<file path="config.mk">
export PLATFORM = sky130hd
export DESIGN_NAME = cpu_checker_ext
export DESIGN_NICKNAME = d
export VERILOG_FILES = /design/src/rtl/cpu_checker_pkg.sv /design/src/rtl/cpu_checker_ext_char_classify.sv /design/src/rtl/cpu_checker_ext.sv
export SDC_FILE = /design/constraint.sdc
export NUM_CORES = 1
export LEC_CHECK = 0
export ABC_AREA = 1
export CAP_MARGIN = 20
export CORE_ASPECT_RATIO = 2
export CORE_UTILIZATION = 40
export DETAILED_ROUTE_END_ITERATION = 8
export PLACE_DENSITY_LB_ADDON = 0.1
export RECOVER_POWER = 50
export SYNTH_ARGS = -nofsm -noshare
export SYNTH_HDL_FRONTEND = slang
export SYNTH_SLANG_ARGS = --single-unit
</file>
<file path="constraint.sdc">
create_clock -name clk -period 82.8 [get_ports clk]
set_input_delay 16.56 -clock clk [delete_from_list [all_inputs] [get_ports clk]]
set_output_delay 16.56 -clock clk [all_outputs]
set_load 0.03 [all_outputs]
</file>
<file path="src/rtl/cpu_checker_pkg.sv">
// Shared types and constants for the parametrised CPU trace checker.
package cpu_checker_pkg;

    typedef enum logic [3:0] {
        IDLE, TIME, PC, COLON_SP, REG, ADDR, PRE_SP, LT, POST_SP, DATA, DONE_REG, DONE_MEM
    } state_t;

    localparam logic [7:0] CH_CARET  = 8'h5E;
    localparam logic [7:0] CH_AT     = 8'h40;
    localparam logic [7:0] CH_COLON  = 8'h3A;
    localparam logic [7:0] CH_DOLLAR = 8'h24;
    localparam logic [7:0] CH_STAR   = 8'h2A;
    localparam logic [7:0] CH_LT     = 8'h3C;
    localparam logic [7:0] CH_EQ     = 8'h3D;
    localparam logic [7:0] CH_HASH   = 8'h23;
    localparam logic [7:0] CH_SPACE  = 8'h20;

    localparam logic [31:0] PC_LO   = 32'h0000_3000;
    localparam logic [31:0] PC_HI   = 32'h0000_4fff;
    localparam logic [31:0] ADDR_HI = 32'h0000_2fff;
    localparam logic [13:0] REG_MAX = 14'd31;

    localparam logic [1:0] FMT_NONE = 2'd0;
    localparam logic [1:0] FMT_REG  = 2'd1;
    localparam logic [1:0] FMT_MEM  = 2'd2;

endpackage

</file>
<file path="src/rtl/cpu_checker_ext_char_classify.sv">
// Classifies one ASCII character as decimal / lowercase-hex digit and yields its value.
module char_classify (
    input  logic [7:0] char,
    output logic       is_dec,
    output logic       is_hex,
    output logic [3:0] nibble
);
    logic is_lower;

    always_comb begin
        is_dec   = (char >= 8'h30) && (char <= 8'h39);
        is_lower = (char >= 8'h61) && (char <= 8'h66);
        is_hex   = is_dec || is_lower;
        nibble   = '0;
        if (is_dec)
            nibble = char[3:0];
        else if (is_lower)
            nibble = char[3:0] + 4'd9;
    end
endmodule

</file>
<file path="src/rtl/cpu_checker_ext.sv">
// Character-serial trace record parser: reports record type and semantic errors
// for one cycle after the closing '#'.
module cpu_checker_ext
    import cpu_checker_pkg::*;
#(
    parameter int TIME_DIGITS = 4,
    parameter int HEX_DIGITS  = 8,
    parameter int REG_DIGITS  = 4
) (
    input  logic        clk,
    input  logic        reset,
    input  logic [15:0] freq,
    input  logic [7:0]  char,
    output logic [1:0]  format_type,
    output logic [3:0]  error_code
);
    localparam logic [3:0] TD = 4'(TIME_DIGITS);
    localparam logic [3:0] HD = 4'(HEX_DIGITS);
    localparam logic [3:0] RD = 4'(REG_DIGITS);

    state_t      state;
    logic [3:0]  cnt;
    logic [26:0] time_acc;
    logic [13:0] reg_acc;
    logic [31:0] pc_acc;
    logic [31:0] addr_acc;
    logic        is_mem;
    logic [1:0]  fmt_q;
    logic [3:0]  err_q;
    logic [3:0]  err_next;
    logic [15:0] half_period;
    logic        is_dec;
    logic        is_hex;
    logic [3:0]  nibble;

    char_classify u_classify (
        .char   (char),
        .is_dec (is_dec),
        .is_hex (is_hex),
        .nibble (nibble)
    );

    always_comb begin
        half_period = freq >> 1;
        err_next    = '0;
        err_next[0] = (time_acc % {11'b0, half_period}) != '0;
        err_next[1] = (pc_acc < PC_LO) || (pc_acc > PC_HI) || (pc_acc[1:0] != 2'b00);
        err_next[2] = is_mem && ((addr_acc > ADDR_HI) || (addr_acc[1:0] != 2'b00));
        err_next[3] = !is_mem && (reg_acc > REG_MAX);
    end

    // Outputs are registered on the '#' edge itself, so they track the DONE_* state exactly.
    always_ff @(posedge clk) begin
        if (reset) begin
            state    <= IDLE;
            cnt      <= '0;
            time_acc <= '0;
            reg_acc  <= '0;
            pc_acc   <= '0;
            addr_acc <= '0;
            is_mem   <= 1'b0;
            fmt_q    <= FMT_NONE;
            err_q    <= '0;
        end else begin
            fmt_q <= FMT_NONE;
            err_q <= '0;
            if (char == CH_CARET) begin
                state    <= TIME;
                cnt      <= '0;
                time_acc <= '0;
                reg_acc  <= '0;
                pc_acc   <= '0;
                addr_acc <= '0;
                is_mem   <= 1'b0;
            end else begin
                case (state)
                    TIME:
                        if (is_dec && cnt < TD) begin
                            time_acc <= time_acc * 27'd10 + {23'b0, nibble};
                            cnt      <= cnt + 4'd1;
                        end else if (char == CH_AT && cnt != '0) begin
                            state <= PC;
                            cnt   <= '0;
                        end else
                            state <= IDLE;
                    PC:
                        if (is_hex && cnt < HD) begin
                            pc_acc <= {pc_acc[27:0], nibble};
                            cnt    <= cnt + 4'd1;
                        end else if (char == CH_COLON && cnt == HD)
                            state <= COLON_SP;
                        else
                            state <= IDLE;
                    COLON_SP:
                        if (char == CH_DOLLAR) begin
                            state <= REG;
                            cnt   <= '0;
                        end else if (char == CH_STAR) begin
                            state  <= ADDR;
                            cnt    <= '0;
                            is_mem <= 1'b1;
                        end else if (char != CH_SPACE)
                            state <= IDLE;
                    REG:
                        if (is_dec && cnt < RD) begin
                            reg_acc <= reg_acc * 14'd10 + {10'b0, nibble};
                            cnt     <= cnt + 4'd1;
                        end else if (char == CH_SPACE && cnt != '0)
                            state <= PRE_SP;
                        else if (char == CH_LT && cnt != '0)
                            state <= LT;
                        else
                            state <= IDLE;
                    ADDR:
                        if (is_hex && cnt < HD) begin
                            addr_acc <= {addr_acc[27:0], nibble};
                            cnt      <= cnt + 4'd1;
                        end else if (char == CH_SPACE && cnt == HD)
                            state <= PRE_SP;
                        else if (char == CH_LT && cnt == HD)
                            state <= LT;
                        else
                            state <= IDLE;
                    PRE_SP:
                        if (char == CH_LT)
                            state <= LT;
                        else if (char != CH_SPACE)
                            state <= IDLE;
                    LT:
                        state <= (char == CH_EQ) ? POST_SP : IDLE;
                    POST_SP:
                        if (is_hex) begin
                            state <= DATA;
                            cnt   <= 4'd1;
                        end else if (char != CH_SPACE)
                            state <= IDLE;
                    DATA:
                        if (is_hex && cnt < HD)
                            cnt <= cnt + 4'd1;
                        else if (char == CH_HASH && cnt == HD) begin
                            state <= is_mem ? DONE_MEM : DONE_REG;
                            fmt_q <= is_mem ? FMT_MEM : FMT_REG;
                            err_q <= err_next;
                        end else
                            state <= IDLE;
                    default:
                        state <= IDLE;
                endcase
            end
        end
    end

    assign format_type = fmt_q;
    assign error_code  = err_q;
endmodule

</file>
# ---- Word level (Yosys, flattened, before mapping)
# Index checks and enable logic that the tools add are counted.
dict set report totals {
  word_cells 131
  ff_bits 120
  in_bits 26
  output_inout_bits 6
}
dict set report classes {
  mux 32
  multipliers 2
  n_eq_ne 35
  bitwise 3
  div_mod_pow 1
  reduce_logical 34
  n_lt_le_gt_ge 10
  addsub 4
}
# cell n
set ops {}
lappend ops {{4-bit 2-to-1 mux} 21}
lappend ops {{8-bit by 6-bit equality test with 1-bit output, second input constant} 7}
lappend ops {{4-bit one-hot mux with 9 select lines} 1}
lappend ops {{32-bit by 14-bit > comparator with 1-bit output, second input constant} 1}
lappend ops {{32-bit by 15-bit > comparator with 1-bit output, second input constant} 1}
lappend ops {{32-bit by 14-bit less-than comparator with 1-bit output, second input constant} 1}
lappend ops {{27-bit by 4-bit adder with 27-bit output} 1}
lappend ops {{27-bit by 15-bit remainder unit with 27-bit output} 1}
lappend ops {{27-bit by 3-bit multiplier with 26-bit output, second input constant} 1}
lappend ops {{27-bit nonzero test} 1}
lappend ops {{3-bit != test, second input constant} 7}
lappend ops {{4-bit one-hot mux with 5 select lines} 1}
lappend ops {{4-bit by 3-bit equality test with 1-bit output, second input constant} 4}
lappend ops {{8-bit by 7-bit equality test with 1-bit output, second input constant} 2}
lappend ops {{14-bit by 4-bit adder with 14-bit output} 1}
lappend ops {{14-bit by 5-bit > comparator with 1-bit output, second input constant} 1}
lappend ops {{14-bit by 3-bit multiplier with 13-bit output, second input constant} 1}
lappend ops {{2-bit != test, second input constant} 7}
lappend ops {{1-bit logical AND} 13}
lappend ops {{4-bit equality test, second input constant} 3}
lappend ops {{3-bit 2-to-1 mux} 4}
lappend ops {{5-bit AND reduction} 2}
lappend ops {{4-bit by 2-bit equality test with 1-bit output, second input constant} 2}
lappend ops {{8-bit by 6-bit >= comparator with 1-bit output, second input constant} 1}
lappend ops {{24 further kinds} 36}

# ---- Depth between registers and ports, before layout
# Gate-level depths: netlist of the first run.
dict set report depth {
  word_depth 7
  depth_mapped 527
}

# ---- By module
# Synthesis of the first run repeated with hierarchy kept, for this count alone.
dict set report unflattened {
  cells_unflattened 3971
  hier_area_um2 25114.1
}
# mod seq_area_each_um2 cells_each area_each_um2 instances
set by_module_without_submodules {}
lappend by_module_without_submodules {cpu_checker_ext 2402.3 3932 24886.4 1}
lappend by_module_without_submodules {char_classify 0.0 39 227.7 1}

# ---- Worst setup path after synthesis of the first run
# No wires, ideal clock.
dict set report synth_timing {
  kind {input to register}
  startpoint {in freq[1]}
  endpoint {reg err_q[0], in the netlist error_code[0]}
  t_arrival_ps 80778
  setup_ps 119
  stages 507
  setup_slack_ps 1904
  required_time_ps 82681
  cell_sequence {inv_1 ha_1 nand2_1 nor2_1 nand2_1 nor2_1 nand3_1 nand2_1 nand2_1 nand2_1 ha_1 nand2_1 nor2_1 o21ai_0 o211ai_1 nand3_1 nand2_1 nand2_1 [471 not listed] nand2_1 nand3_1 nand2_1 nand3_1 nand2_1 a21oi_1 nand3_2 nor2_1 nand2_1 nor2_1 nand2_1 buf_4 nand2_1 nand2_1 a21oi_1 nand3_1 nor2_1 nor2_1}
}
dict set report synth_via {
  elab_chain_len 2
}
# element line_no
set synth_rtl {}
lappend synth_rtl {{from (decl)} cpu_checker_ext.sv:12} ;# input logic [15:0] freq,
lappend synth_rtl {{27-bit by 15-bit remainder unit with 27-bit output} cpu_checker_ext.sv:46} ;# err_next[0] = (time_acc % {11'b0, half_period}) != '0;
lappend synth_rtl {{27-bit nonzero test} cpu_checker_ext.sv:46}
lappend synth_rtl {{to (signal assigned)} cpu_checker_ext.sv:143} ;# err_q <= err_next;
lappend synth_rtl {{to (decl)} cpu_checker_ext.sv:29} ;# logic [3:0] err_q;
# No other way between the ends.
# A chain may end at the register's enable or synchronous reset.

# ---- Worst setup path after layout of the first run
dict set report layout_timing {
  startpoint {in freq[14]}
  endpoint {reg err_q[0], in the netlist error_code[0]}
}
# Same word-level chain as after synthesis.

==> results of run 1 <==
sequential cells by signal (all words and copies together) (netlist names):
register,flops
is_mem,1
addr_acc,32
reg_acc,14
state,4
error_code,4
time_acc,27
pc_acc,32
format_type,2
cnt,4
layout make-up:
cell class              instances  share of cell area, %
flip-flops and latches        120                   7.58
inverters                     600                   7.22
repair buffers                687                   16.9
well taps                     780                   3.08
clock buffers                  17                   1.34
multi-input cells            3139                   63.3
clock inverters                15                  0.529
worst paths after layout:
check,slack [ns],depth (start not counted),from,to
worst min-delay path,0.45,2,addr_acc[30]$_SDFFE_PP0P_,addr_acc[30]$_SDFFE_PP0P_
worst max register to register,22.05,499,time_acc[0]$_SDFFE_PP0P_,error_code[0]$_SDFF_PP0_
worst min register to register,0.45,2,addr_acc[30]$_SDFFE_PP0P_,addr_acc[30]$_SDFFE_PP0P_
worst max-delay path,5.96,500,freq[14],error_code[0]$_SDFF_PP0_
synthesized netlist by cell type (49+ instances only):
library cell | n | share of area, %
clkbuf_1 | 78 | 1.2
ha_1 | 378 | 19
nor2_1 | 267 | 4.1
nand3_1 | 227 | 4.6
nor3_1 | 49 | 1.0
nand4_1 | 67 | 1.7
inv_2 | 55 | 0.84
xor2_1 | 198 | 7.1
dfxtp_1 | 120 | 9.8
xnor2_1 | 90 | 3.2
inv_1 | 539 | 8.2
a21oi_1 | 314 | 6.4
o21ai_0 | 293 | 6.0
nand2_1 | 863 | 13
layer usage:
layer | wire length (um) | share of wire [%] | vias to the layer above
met3 | 675 | 0.91 | 125
met2 | 43900 | 59 | 237
met5 | 0 | 0 | -
li1 | - | - | 14300
met4 | 2860 | 3.8 | 0
met1 | 27000 | 36 | 12200
cells by family (layout without fill, tap and decap cells):
kind of cell / after synthesis / in the layout / synth area share (%)
and+or+nand+nor: 1671 / 1672 / 31.1
AOI/OAI and AO/OA: 796 / 796 / 18.2
buffers and inverters: 697 / 1319 / 11.0
adders and majority gates: 383 / 383 / 19.7
xor gates and xnor gates: 288 / 288 / 10.3
DFF: 120 / 120 / 9.78
timing repair:
item	CTS	global route
buffers inserted	0	29
endpoints found under the setup margin	0	1
resized for setup	0	190
metrics by stage:
| step | utilization, % | hold WS (ns) |
|---|---|---|
| 3_5_place_dp | 49.6 | 0.449 |
| 4_1_cts | 50.6 | 0.459 |
| 2_1_floorplan | - | 0.413 |
| 5_1_grt | 52.1 | 0.482 |
| 6_report | 52.1 | 0.453 |
| 3_3_place_gp | 49.6 | 0.442 |
critical path, delay by kind of cell:
kind | cells | cell delay, ns
adders and majority gates | 26 | 7.71
and+or+nand+nor | 210 | 19.90
buffers and inverters | 102 | 9.26
AOI/OAI and AO/OA | 161 | 23.37
xor gates and xnor gates | 1 | 0.21
==> flow_summary.yaml, run 1 <==
outcome:
  outcome: "finished, violations left"
  failed_checks: "capacitance limit, slew limit"
placement:
  finalWeightedCongestion: 0.870
  place_area_um2: 30200
  port-buffer-count: 30
  dp_hpwl_mm: 62.5
  pre_cts_slack_ns: 0.644
  post-place-cells: 5295
critical_path:
  critPathMaxFanout: 9
  critPathMaxStageDelay_ns: 0.45
  crit_path_start_kind: "primary input"
  cp-end-kind: "flip-flop"
  cp.arrival_ns: 77.14
  worst-setup-path-type: "in -> reg"
  cp_slowest_cell: "clkdlybuf4s50_1"
  worst_ep_required_time_ns: 83.10
  cpMostUsedCell: "nand2_1"
cells_and_area:
  area_growth_syn_to_layout_pct: 29.0
  fin_nets: 4974
  nFillCells: 6390
  final_area_um2: 31700
  n_antenna_cell: 0
  final_cell_count_no_fill: 5358
  final_cell_mix: "nand2_1, buf_4, inv_1, ha_1, a21oi_1"
  drive_gt1_share_pct: 22.8
  multiInputGateArea_um2: 20100
  seqCellArea_um2: 2400
  layout_commonest_cell: "nand2_1"
clocking:
  cts_hold_buf: 0
  cts_num_sinks: 120
  cts_buffer_depth: 2
  cts-htree-levels: 4
  clkLatencyLatePin_ns: 0.44
  numCtsBuffers: 17
  clkTransAtPathRegs_ns: 0.07
  cts_root_buf: "clkbuf_16"
  cts_tree: "done"
yosys:
  synthFlopType: "dfxtp_1"
  synth.distinct_cells: 71
  synthesis.area_um2: 24600
  yosysSeqAreaShare_pct: 9.78
  async_flop_share_pct: 0
  syn_inst: 3955
  synth-edff-count: 0
  yosysWarnings: 0
  synth_nets: 4364
  synth.avg_cell_area_um2: 6.21
  ys_ff_latch: 120
global_routing:
  grt_use_met2_pct: 50.7
  antenna_found_initial: 1
  met1_usage_pct: 22.2
  grt.met3_usage_pct: 1.11
  grt_first_pass_wirelength_mm: 121
  grt_pass1_vias: 26400
  grt_start_max_net_pins: 83
  grt-ovfl-total: 0
  grtUsageTotal_pct: 23.8
  top_usage_layer: "met2"
detailed_routing:
  drt-initial-drc-count: 787
  routedWlPerCell_um: 13.9
  drc: 0
  ant_nets: 0
  dr.pass1.iters: 5
  wl_mm: 74.5
  routed_via_density: 5.02
  dr_total_vias: 26900
sta:
  tns_ns: 0
  max_slew_margin_pct: -10.2
  final.period_utilization_pct: 92.8
  layout_min_cycle_time_ns: 76.84
  finalHoldViolations: 0
  finalSetupViolations: 0
  setup_ws_ns: 5.96
  fin_skew_ns: 0.0106
  max_freq_mhz: 13.0
  tightest_slew_ns: 1.65
  slew_violations: 92
floorplan:
  ioPinCount: 32
  start_util_pct: 40.4
  die_h_um: 352
  die_w_um: 177
  placementRows: 128
  dieArea_um2: 62500
  core_um2: 60900
hold_path:
  hp-class: "reg -> reg"
flow_run:
  maxCapViolCount: 2
Power of run 1 is left out: the tool's default activity adds up to more than one toggle a clock period on the data nets, which glitch-free logic cannot reach.
==> run 2, diff against run 1 <==
- ABC_AREA: 1 -> unset
- CORE_UTILIZATION: 40 -> 35
==> flow_summary.yaml, run 2 <==
yosys:
  synthFlopType: "dfxtp_1"
  synth_nets: 3794
  ys_ff_latch: 120
  async_flop_share_pct: 0
  yosysWarnings: 0
  synth_largest_area_cell: "ha_1"
  synth_most_common_cell: "ha_1"
  synth.distinct_cells: 113
  synth.top_cells.by_area: "ha_1, dfxtp_1, nand2_1, a21oi_1, xnor2_1"
  synth.avg_cell_area_um2: 7.31
  yosys-top-cells-count: "ha_1, nand2_1, nor2_1, a21oi_1, nor3_1"
  yosysTopAreaCellShare_pct: 19.1
  yosysSeqAreaShare_pct: 9.71
  synthesis.area_um2: 24700
  syn_inst: 3385
  synth-edff-count: 0
critical_path:
  cpMostUsedCell: "o21a_1"
  worst-setup-path-type: "in -> reg"
  cp_slowest_cell: "or4b_4"
  cp.arrival_ns: 80.91
  endpoint: "error_code[0]$_SDFF_PP0_"
  worst_ep_required_time_ns: 83.08
  r2r_end: "error_code[0]$_SDFF_PP0_"
  r2r_slack_ns: 18.69
  crit_start: "freq[10]"
  critPathMaxStageDelay_ns: 0.71
  r2r-start: "time_acc[26]$_SDFFE_PP0P_"
  crit_path_start_kind: "primary input"
  reg2regPathDepth: 343
  cp-end-kind: "flip-flop"
  critPathMaxFanout: 17
detailed_routing:
  dr_total_vias: 29300
  dr.pass1.iters: 5
  wl_mm: 93.6
  drt-initial-drc-count: 928
  drc: 0
  ant_nets: 0
  routedWlPerCell_um: 17.7
  routed_via_density: 5.56
sta:
  rsz0062_at_grt: "true"
  max_slew_margin_pct: -164
  finalHoldViolations: 0
  fin_skew_ns: 0.0123
  whs_ns: 0.451
  finalSetupViolations: 0
  slew_violations: 84
  tightest_slew_ns: 3.97
  layout_min_cycle_time_ns: 80.63
  setup_ws_ns: 2.17
  max_freq_mhz: 12.4
  final.period_utilization_pct: 97.4
  tns_ns: 0
floorplan:
  placementRows: 137
  start_util_pct: 35.5
  ioPinCount: 32
  die_h_um: 378
  dieArea_um2: 71800
  die_w_um: 190
  core_um2: 69800
hold_path:
  hp-class: "reg -> reg"
global_routing:
  grt_first_pass_wirelength_mm: 149
  grt_pass1_vias: 30900
  grt_start_max_net_pins: 84
  grtUsageTotal_pct: 25.7
  grt-ovfl-total: 0
  antenna_found_initial: 0
cells_and_area:
  reg_top3: "addr_acc: 32 flops, pc_acc: 32 flops, time_acc: 27 flops"
  final_cell_mix: "buf_4, ha_1, nand2_1, nor2_1, a21oi_1"
  nFillCells: 6795
  area_growth_syn_to_layout_pct: 44.5
  drive_gt1_share_pct: 33.7
  n_antenna_cell: 0
  multiInputGateArea_um2: 22900
  seqCellArea_um2: 2400
  fin_nets: 4769
  layout_commonest_cell: "buf_4"
outcome:
  failed_checks: "capacitance limit, slew limit"
  outcome: "finished, violations left"
placement:
  pre_cts_slack_ns: -3.47
  finalWeightedCongestion: 0.914
  dp_hpwl_mm: 76.9
  port-buffer-count: 30
clocking:
  numCtsBuffers: 17
  cts_num_sinks: 120
  clkTransAtPathRegs_ns: 0.06
  cts_root_buf: "clkbuf_16"
  cts_tree: "done"
  cts-htree-levels: 4
  cts_buffer_depth: 2
  clkLatencyLatePin_ns: 0.43
flow_run:
  maxCapViolCount: 1
run 2: worst min path at each step:
| stage | depth (start not counted) | to | from |
|---|---|---|---|
| after CTS | 2 | addr_acc[8]$_SDFFE_PP0P_ | addr_acc[4]$_SDFFE_PP0P_ |
| after global placement | 2 | addr_acc[13]$_SDFFE_PP0P_ | addr_acc[9]$_SDFFE_PP0P_ |
| after global routing | 2 | addr_acc[13]$_SDFFE_PP0P_ | addr_acc[9]$_SDFFE_PP0P_ |
| final | 2 | addr_acc[13]$_SDFFE_PP0P_ | addr_acc[9]$_SDFFE_PP0P_ |
| after detailed placement | 2 | addr_acc[8]$_SDFFE_PP0P_ | addr_acc[4]$_SDFFE_PP0P_ |
| after floorplan | 2 | addr_acc[10]$_SDFFE_PP0P_ | addr_acc[6]$_SDFFE_PP0P_ |
run 2: critical path: cells and delay by family:
family	cells	cell delay [ns]
compound gates	186	34.39
simple gates	82	14.28
fa+ha+maj	26	6.91
buf+inv	43	6.53
mux	8	2.17
run 2: kinds of logic (layout without fill, tap and decap cells):
| family | after synthesis | in the layout | synth area share (%) |
|---|---|---|---|
| and+or+nand+nor | 1255 | 1255 | 25.1 |
| muxes | 114 | 114 | 5.06 |
| AOI/OAI and AO/OA | 1050 | 1050 | 29.0 |
| DFF | 120 | 120 | 9.71 |
| buffers and inverters | 239 | 1226 | 3.75 |
| xor gates and xnor gates | 223 | 223 | 7.89 |
| adders and majority gates | 384 | 384 | 19.6 |
run 2: area by class of cell:
cell class                 instances  share of cell area (%)
timing repair buffer            1074                    23.3
tap                              903                    3.16
multi-input combinational       3026                    64.0
sequential                       120                    6.72
inverter                         121                    1.28
clock buffer                      17                    1.19
clock inverter                    14                   0.385
run 2: per-layer routing:
metal  global-route usage, %  vias up  part of all wire, %
li1                        -    14600                    -
met1                    21.8    13900                   33
met2                    54.9      482                   58
met3                    1.78      283                  1.7
met4                    16.6        0                  7.3
met5                       0        -                    0
run 2: repair_timing:
item	4_1_cts	5_1_grt
resized for setup	76	266
hold buffers	0	0
buffers inserted	21	63
cloned	0	1
pin swaps	30	180
endpoints found under the setup margin	1	1
run 2: through the flow:
stage / std cells / instance area [um^2] / utilization (%)
6_report: 5275 / 35800 / 51.3
5_1_grt: 5275 / 35800 / 51.3
4_1_cts: 5209 / 34100 / 48.8
3_5_place_dp: 5157 / 33000 / 47.4
3_3_place_gp: 5157 / 33000 / 47.4
2_1_floorplan: 3385 / 24800 / -
Power of run 2 is left out for the same reason.
